[src/rtl/fb_port_arbiter.sv]
// fb_port_arbiter: round-robin arbiter for two framebuffer writers sharing bRAM port A,
// with a full-buffer clear sequence that takes priority over both writers.
module fb_port_arbiter #(
   parameter int          ADDR_W = 19,
   parameter int          DATA_W = 16,
   parameter int unsigned DEPTH  = 307200
) (
   input  logic              clk,
   input  logic              rst,
   input  logic              clr_start,
   input  logic [DATA_W-1:0] clr_color,
   input  logic              wr0_valid,
   input  logic [ADDR_W-1:0] wr0_addr,
   input  logic [DATA_W-1:0] wr0_data,
   output logic              wr0_ready,
   input  logic              wr1_valid,
   input  logic [ADDR_W-1:0] wr1_addr,
   input  logic [DATA_W-1:0] wr1_data,
   output logic              wr1_ready,
   output logic [ADDR_W-1:0] mem_addr,
   output logic [DATA_W-1:0] mem_din,
   output logic              mem_we,
   output logic              busy,
   output logic              clr_done
);
   typedef enum logic {ARB, CLEAR} state_t;
   state_t            state, state_nx;
   logic              ptr;
   logic [ADDR_W-1:0] cnt;
   logic [DATA_W-1:0] color;
   logic              last, grant, in_range;
   logic [ADDR_W-1:0] sel_addr;
   logic [DATA_W-1:0] sel_data;

   always_ff @(posedge clk) state <= rst ? ARB : state_nx;

   always_comb begin
      last     = cnt == ADDR_W'(DEPTH - 1);
      state_nx = state == ARB ? (clr_start ? CLEAR : ARB) : (last ? ARB : CLEAR);
   end

   // ptr names the requester that wins when both are valid
   always_comb begin
      busy      = state == CLEAR;
      wr0_ready = state == ARB && !clr_start && wr0_valid && (!wr1_valid || !ptr);
      wr1_ready = state == ARB && !clr_start && wr1_valid && (!wr0_valid || ptr);
   end

   always_comb begin
      grant    = wr0_ready || wr1_ready;
      sel_addr = wr1_ready ? wr1_addr : wr0_addr;
      sel_data = wr1_ready ? wr1_data : wr0_data;
      in_range = 32'(sel_addr) < DEPTH;
   end

   // out-of-range writes are consumed but leave the port idle and its address/data untouched
   always_ff @(posedge clk) begin
      if (rst) begin
         ptr      <= 1'b0;
         cnt      <= '0;
         color    <= '0;
         mem_addr <= '0;
         mem_din  <= '0;
         mem_we   <= 1'b0;
         clr_done <= 1'b0;
      end else begin
         mem_we   <= 1'b0;
         clr_done <= 1'b0;
         if (busy) begin
            mem_addr <= cnt;
            mem_din  <= color;
            mem_we   <= 1'b1;
            cnt      <= last ? '0 : cnt + ADDR_W'(1);
            clr_done <= last;
         end else if (clr_start) begin
            color <= clr_color;
         end else if (grant) begin
            ptr <= wr0_ready;
            if (in_range) begin
               mem_addr <= sel_addr;
               mem_din  <= sel_data;
               mem_we   <= 1'b1;
            end
         end
      end
   end
endmodule

[config.mk]
export PLATFORM = sky130hd
export DESIGN_NAME = fb_port_arbiter
export DESIGN_NICKNAME = d
export VERILOG_FILES = /design/src/rtl/fb_port_arbiter.sv
export SDC_FILE = /design/constraint.sdc
export NUM_CORES = 1
export LEC_CHECK = 0
export CAP_MARGIN = 20
export CORE_ASPECT_RATIO = 0.75
export CORE_MARGIN = 1
export CORE_UTILIZATION = 43
export DETAILED_ROUTE_END_ITERATION = 12
export GPL_TIMING_DRIVEN = 0
export PLACE_DENSITY = 0.74
export SETUP_SLACK_MARGIN = 0.02
export SKIP_LAST_GASP = 1
export SLEW_MARGIN = 20
export SYNTH_ARGS = -nofsm -noshare
export SYNTH_HDL_FRONTEND = slang
export SYNTH_SLANG_ARGS = --single-unit
[constraint.sdc]
create_clock -name clk -period 2.8 [get_ports clk]
set_input_delay 0.56 -clock clk [delete_from_list [all_inputs] [get_ports clk]]
set_output_delay 0.56 -clock clk [all_outputs]
set_load 0.01 [all_outputs]
# Word-level counts from Yosys, hierarchy flattened
# Index checks and enable logic that the tools add are counted.
[totals]
input_bits = 91
wordCells = 50
ff_bits = 74
[classes]
reduce_logical = 18
add_sub_neg = 1
bitwise_logic = 2
n_lt_le_gt_ge = 1
n_eq_ne = 2
n_mux = 18
[op_table]
columns = ["operator", "count"]
rows = [
  ["two-way mux 19 bit", 6],
  ["two-way mux 16 bit", 5],
  ["adder 19 x 1 -> 19 bit, second input constant", 1],
  ["equality test 19 bit, second input constant", 1],
  ["< comparator 19 bit, second input constant", 1],
  ["two-way mux 1 bit", 7],
  ["AND reduction 3 bit", 2],
  ["logical AND 1 bit", 5],
  ["logical NOT 1 bit", 4],
  ["nonzero test 2 bit", 2],
  ["logical OR 1 bit", 3],
  ["!= test 2 x 1 -> 1 bit, second input constant", 1],
  ["inverter 1 bit", 2],
  ["AND reduction 2 bit", 1],
  ["OR reduction 2 bit", 1],
]

# Depth between registers and ports, before layout
[logic_depth]
depth_word = 10
ltp_mapped = 8
depth_no_buf = 6

# Worst setup path before layout
# No wires, ideal clock.
[synth_timing]
kind = "input -> register"
from = "in wr1_valid"
to = "reg mem_din[10]"
n_path_buf = 2
t_arrival_ns = 1.948
setup_slack_ns = 0.730
required_ns = 2.678
path_stages = 7
cell_sequence = "clkbuf_1 inv_1 o31ai_4 o22a_4 a21oi_4 buf_6 a311o_1"
[synth_via]
elab_chain_len = 7
[synth_lines]
columns = ["element", "line_no", "text"]
rows = [
  ["start, declared", "16", "input logic wr1_valid,"],
  ["parallel branches: the longest is 7 deep, another holds < comparator 19 bit", "--", ""],
  ["end signal, assigned", "71", "mem_din <= color;"],
  ["end signal, assigned", "81", "mem_din <= sel_data;"],
  ["end, declared", "21", "output logic [DATA_W-1:0] mem_din,"],
]
# Parallel ways; which one is timed is not known. The select of a mux whose other input is x is not followed.
# A chain may end at the register's enable or synchronous reset.

# Final worst setup path
[layout_timing]
from = "in wr0_valid"
to = "out wr1_ready"
[layout_via]
elab_chain_len = 3
[layout_lines]
columns = ["element", "line_no", "text"]
rows = [
  ["start, declared", "12", "input logic wr0_valid,"],
  ["logical NOT 1 bit", "46", "wr1_ready = state == ARB && !clr_start && wr1_valid && (!wr0_valid || ptr);"],
  ["logical OR 1 bit", "46", ""],
  ["logical AND 1 bit", "46", ""],
  ["end, declared", "19", "output logic wr1_ready,"],
]
# No other way between the ends.

==> impl_metrics.env <==
export IMPL_grt_max_degree=20
export IMPL_start_kind="input port"
export IMPL_grt_usage_pct=28.00
export IMPL_drt_initial_drc_count=303
export IMPL_layout_drive_gt1_share_pct=10.18
export IMPL_status="finished, violations left"
export IMPL_crit_path_top_delay_cell="clkdlybuf4s50_1"
export IMPL_synth_fp_nets=546
export IMPL_worstPathCellList="clkdlybuf4s50_1 > nand2b_1 > nand3_4 > clkinv_8 > clkdlybuf4s50_1"
export IMPL_drtPass1Iterations=10
export IMPL_dp_hpwl_um=9580
export IMPL_pwr_share_clk_pct=44.8
export IMPL_synth_enable_flop_cells=0
export IMPL_grt_pass1_vias=4003
export IMPL_setup_tns_final_ns=0
export IMPL_total_power_mw=2.957
export IMPL_cp_max_fo=19
export IMPL_routed_via_count=4239
export IMPL_avgSynthCellArea_sq_um=8.574
export IMPL_overflow=0
export IMPL_crit_arrival_ns=2.18
export IMPL_die_h_um=84.40
export IMPL_hold_class="reg -> reg"
export IMPL_clock_sinks=74
export IMPL_netlist_area_sq_um=3892
export IMPL_rsz0062_at_grt="yes"
export IMPL_initial_core_util_pct=45.07
export IMPL_switchingPower_mw=0.7432
export IMPL_power_leakage_nw=1.985
export IMPL_async_reset_ff_share_pct=0
export IMPL_wl_um=13160
export IMPL_via_per_inst=5.996
export IMPL_wl_per_cell_um=18.61
export IMPL_diodes=0
export IMPL_cpPeakStageDelay_ns=0.55
export IMPL_violations="DRC"
export IMPL_ant_nets=0
export IMPL_required_ns=2.24
export IMPL_std_cell_rows=29
export IMPL_worst_setup_path_type="in -> out"
export IMPL_switching_share_pct=25.14
export IMPL_dpl_cell_area_sq_um=5319
export IMPL_drv_slew=0
export IMPL_clk_latency_ns=0.34
export IMPL_crit_top_cell="clkdlybuf4s50_1"
export IMPL_power_frac_seq_pct=37.8
export IMPL_cts_inserted_buffers=9
export IMPL_p_int_mw=2.213
export IMPL_worst_slew_pin_slew_ns=0.7957
export IMPL_gp_congestion=0.8772
export IMPL_cp_end_kind="output pin"
export IMPL_final_common_cell="clkdlybuf4s50_1"
export IMPL_comb_power_share_pct=17.3
export IMPL_min_period_over_period_pct=98.02
export IMPL_hold_viol=0
export IMPL_synth_seq_cells=74
export IMPL_area_delta_synth_final_pct=46.09
export IMPL_maxCapViolations=0
export IMPL_portBuffers=129
export IMPL_antenna_found_initial=0
export IMPL_cp_top_family="buffers and inverters"
export IMPL_remaining_drc_errors=8
export IMPL_ctsHoldBuffers=0
export IMPL_synth_distinct_cells=48
export IMPL_clkTransAtPathRegs_ns=0.06
export IMPL_ioPinCount=131
export IMPL_clock_path_buffers=2
export IMPL_cts_tree="done"
export IMPL_die_area_sq_um=9440
export IMPL_peakVddDrop_uv=294.9
export IMPL_nNetsFinal=686
export IMPL_grt_pass1_wl_um=20760
export IMPL_setup_viol=0
export IMPL_slew_headroom_pct=46.96
export IMPL_max_freq_ghz=0.3643
export IMPL_core_area_sq_um=8636
export IMPL_syn_inst=454
export IMPL_h_tree_depth=3
export IMPL_yosysSeqAreaShare_pct=38.06
export IMPL_powerDensity_nw_per_um2=519.9
export IMPL_fin_util_pct=65.85
export IMPL_layout_common_cells="129 x clkdlybuf4s50_1, 92 x nand2_1, 74 x dfxtp_1, 30 x nand3_1, 27 x clkbuf_1"
export IMPL_crit_buf_inv=3
export IMPL_synth_warnings=0
export IMPL_synth_flop_cell="dfxtp_1"
export IMPL_fin_area_sq_um=5687
export IMPL_fin_crit_ns=2.745
export IMPL_die_x_um=111.9
export IMPL_clock_root_buffer="clkbuf_16"
export IMPL_finalClockSkew_ns=0.009763
[power by group through the flow]
stage / combinational [mW] / sequential [mW] / clock, mW
5_1_grt: 0.547 / 1.12 / 1.38
3_5_place_dp: 0.502 / 1.14 / 0
3_3_place_gp: 0.495 / 1.14 / 0
4_1_cts: 0.508 / 1.12 / 1.33
2_1_floorplan: 0.228 / 1.15 / 0
6_report: 0.512 / 1.12 / 1.33
[per-stage QoR]
step | cells | setup slack (ns) | hold slack (ns)
2_1_floorplan | 454 | 0.7295 | 0.4321
3_3_place_gp | 691 | -0.3784 | 0.4392
3_5_place_dp | 691 | -0.4107 | 0.4453
4_1_cts | 707 | 0.03276 | 0.4529
5_1_grt | 707 | -0.01158 | 0.4760
6_report | 707 | 0.05536 | 0.4528
[synthesized netlist by cell type, types with 2 or more instances]
cell type  number  area, sq um
nor2_1         26        97.59
a311o_1        25        250.2
buf_4           2        15.01
a21o_1          2        15.01
o221ai_1        6        52.55
nand4_1         6        37.54
o2111ai_1       6        52.55
buf_2           3        15.01
o31ai_4         2        42.54
o211ai_1        4        30.03
a2111oi_0       5        43.79
a211oi_1        2        15.01
mux2_2          6        67.56
nand3_1        30        150.1
or3_1           3        18.77
nor3_1          5        25.02
buf_1           3        11.26
nand2_1        92        345.3
dfxtp_1        74         1481
nor2b_1         2        12.51
a2111oi_2      20        300.3
a21oi_1        22        110.1
nor4_1          4        25.02
inv_1           5        18.77
and4_1          4        35.03
and3_1         24        150.1
o21ai_0         5        25.02
nand2b_1        2        12.51
clkbuf_1       29        108.9
nor4bb_1        2        20.02
xnor2_1         7        61.31
a31oi_1         2        12.51
xor2_1          7        61.31
buf_6           3        33.78
[kinds of logic after synthesis]
| group | count (synthesis) | synth area share (%) |
|---|---|---|
| AND/OR/NAND/NOR | 203 | 24.65 |
| AO/OA/AOI/OAI | 110 | 26.78 |
| flip-flops | 74 | 38.06 |
| buffers and inverters | 46 | 5.303 |
| XOR/XNOR | 14 | 3.150 |
| multiplexers | 6 | 1.736 |
| adder cells (fa/ha/maj) | 1 | 0.3214 |
[metal layers]
metal	track usage (%)	wire length, um
met5	0	0
met3	6.643	1060
met1	39.11	6009
met4	9.337	196
met2	42.35	5889
[state kept, by name, indices dropped and copies added (netlist names)]
signal    cells
cnt          19
mem_we        1
mem_addr     19
color        16
ptr           1
mem_din      16
busy          1
clr_done      1
[worst paths after layout]
kind                            startpoint         end  slack (ns)  cells past startpoint
worst max-delay path             wr0_valid   wr1_ready        0.06                      5
worst min-delay path              color[4]    color[4]        0.45                      2
worst max register to register        busy  mem_din[8]        0.54                      7
worst min register to register    color[4]    color[4]        0.45                      2
[worst min-delay path: stages, from the launching register on]
cell and delay (ns):
dfxtp_1 0.30, nand2_1 0.05, a21oi_1 0.05
[final cells by class]
cell class,count,area [sq um]
plain buffers,39,181.4
inverters,6,35.03
multi-input cells,334,2212
repair buffers,130,1299
well taps,108,135.1
fillers,755,2949
flip-flops and latches,74,1481
clock inverters,7,117.6
clock buffers,9,225.2
[what timing repair did]
item                                    in CTS  in global routing
pin swaps                                    1                  0
endpoints found under the setup margin       1                  7
buffers inserted                             1                  0
gates cloned                                 0                  0
gates resized for setup                      4                  6
Power figures use the tool's default switching activity.
==> RTL change, RTL diff (config.mk and constraints unchanged) <==
Reset style: asynchronous (`rst`), changed in one clocked block.
--- a/src/rtl/fb_port_arbiter.sv
+++ b/src/rtl/fb_port_arbiter.sv
@@ -56,3 +56,3 @@
    // out-of-range writes are consumed but leave the port idle and its address/data untouched
-   always_ff @(posedge clk) begin
+   always_ff @(posedge clk or posedge rst) begin
       if (rst) begin
Function: differs if rst is asserted again (counterexample within 4 cycles, from zero or initial values and one cycle with rst high); with rst held inactive, the same outputs for 10 cycles.
==> RTL change against the original RTL <==
- synthesized cell count shrank 21%
- via count down 18%
- setup slack better by 0.087 ns
- largest power group is now sequential cells
- wire length shrank 13%
- non-clock buffer count decreased by 12
- synthesized area shrank 5.4%
- final area is 3.8% lower
- clock power is 14% lower
- power up 14%
- core utilization rose by 1.7 points
- highest routed layer unchanged
- sequential cell count is the same
==> RTL change: results (changes against the original RTL) <==
1st-iter DRT viols=274 (-9.6%); Post-Route WL=11400 um (-13%); xor and xnor area share after synthesis=3.331% (+0.18 points); adder-cell share of the synthesized area=0.3399% (+0.018 points); ys async rst share=98.65% (+99 points); area grow syn2layout=48.61%; PD cells=615.3 mW/mm^2 (+18%); met1 global-route usage=36.85% (-2.3 points); ranking of synthesized cells by area=dfrtp_1, mux2_2, nand2_1; fillers=650 (-14%); hold_sp=color[2]; status=finished, final reports clean; mux share of post-synthesis cell area=9.245% (+7.5 points); Critical Path AT=2.10 ns (-0.08 ns); Hold EP=mem_din[2]; Signal buffers=157 (-7.1%); vias in the first global route=3487 (-13%); Clock Skews=0.007003 ns (-0.002761 ns); ClkCell Share=5.398% (-0.63 points); Hold WS=0.4828 ns (+0.02998 ns); share of cells above drive strength 1=11.61% (+1.4 points); Final Wtd Congestion=0.8420 (-4.0%); M2 GR Usage=44.43% (+2.1 points); met2 wire length=5373 um (-8.8%); nets=595 (-13%); first-pass GRT wire length=17960 um (-13%); worst ir drop on vdd=0.3282 mV (+11%); Sequential Area=0.001847 sq mm (+25%); worst slew pin tran=0.5800 ns (-0.2157 ns); multi-input combinational cell area=0.001720 sq mm (-22%); leakage power=2.387 nW (+20%)
[RTL change: cell types whose count changed in the layout (fill, tap and decap cells not counted), moves of 12 or more]
cell       unedited run  this run
mux2_2                6        24
a311o_1              25         0
clkbuf_1             27        14
a2111oi_2            20         0
a221o_1               0        16
dfrtp_1               0        73
dfxtp_1              74         1
nor2_1               26        14
nand2_1              92        53
[RTL change: stage by stage]
stage | setup WS (ns) | utilization (%) | cells | total power (W) | TNS [ns]
2_1_floorplan | 0.3867 | - | 360 | 0.001748 | 0
3_3_place_gp | -0.8526 | 63.19 | 595 | 0.002190 | -62.65
3_5_place_dp | -0.4892 | 63.47 | 596 | 0.002212 | -0.5662
4_1_cts | 0.01431 | 67.53 | 613 | 0.003377 | 0
5_1_grt | 0.08457 | 67.59 | 613 | 0.003511 | 0
6_report | 0.1425 | 67.59 | 613 | 0.003366 | 0
[RTL change: power by group]
group / leakage [nW] / switching, W / internal, W
clock: 0.135 / 0.000455 / 0.000691
combinational: 1.31 / 0.000359 / 0.000480
sequential: 0.940 / 0.000140 / 0.00124
total: 2.39 / 0.000953 / 0.00241
[RTL change: repair_timing]
item | 4_1_cts | 5_1_grt
endpoints found under the setup margin | 2 | 2
pin swaps | 2 | 0
buffers inserted | 2 | 0
resized for setup | 5 | 2
[RTL change: worst max path at each step]
| stage | startpoint | to | slack (ns) | cells past startpoint |
|---|---|---|---|---|
| after floorplan | rst | clr_done | 0.39 | 1 |
| after global placement | rst | mem_addr[14] | -0.85 | 2 |
| after detailed placement | clr_start | wr1_ready | -0.49 | 7 |
| after CTS | wr1_valid | wr1_ready | 0.01 | 5 |
| after global routing | wr0_valid | wr0_ready | 0.08 | 4 |
| final | wr0_valid | wr0_ready | 0.14 | 4 |
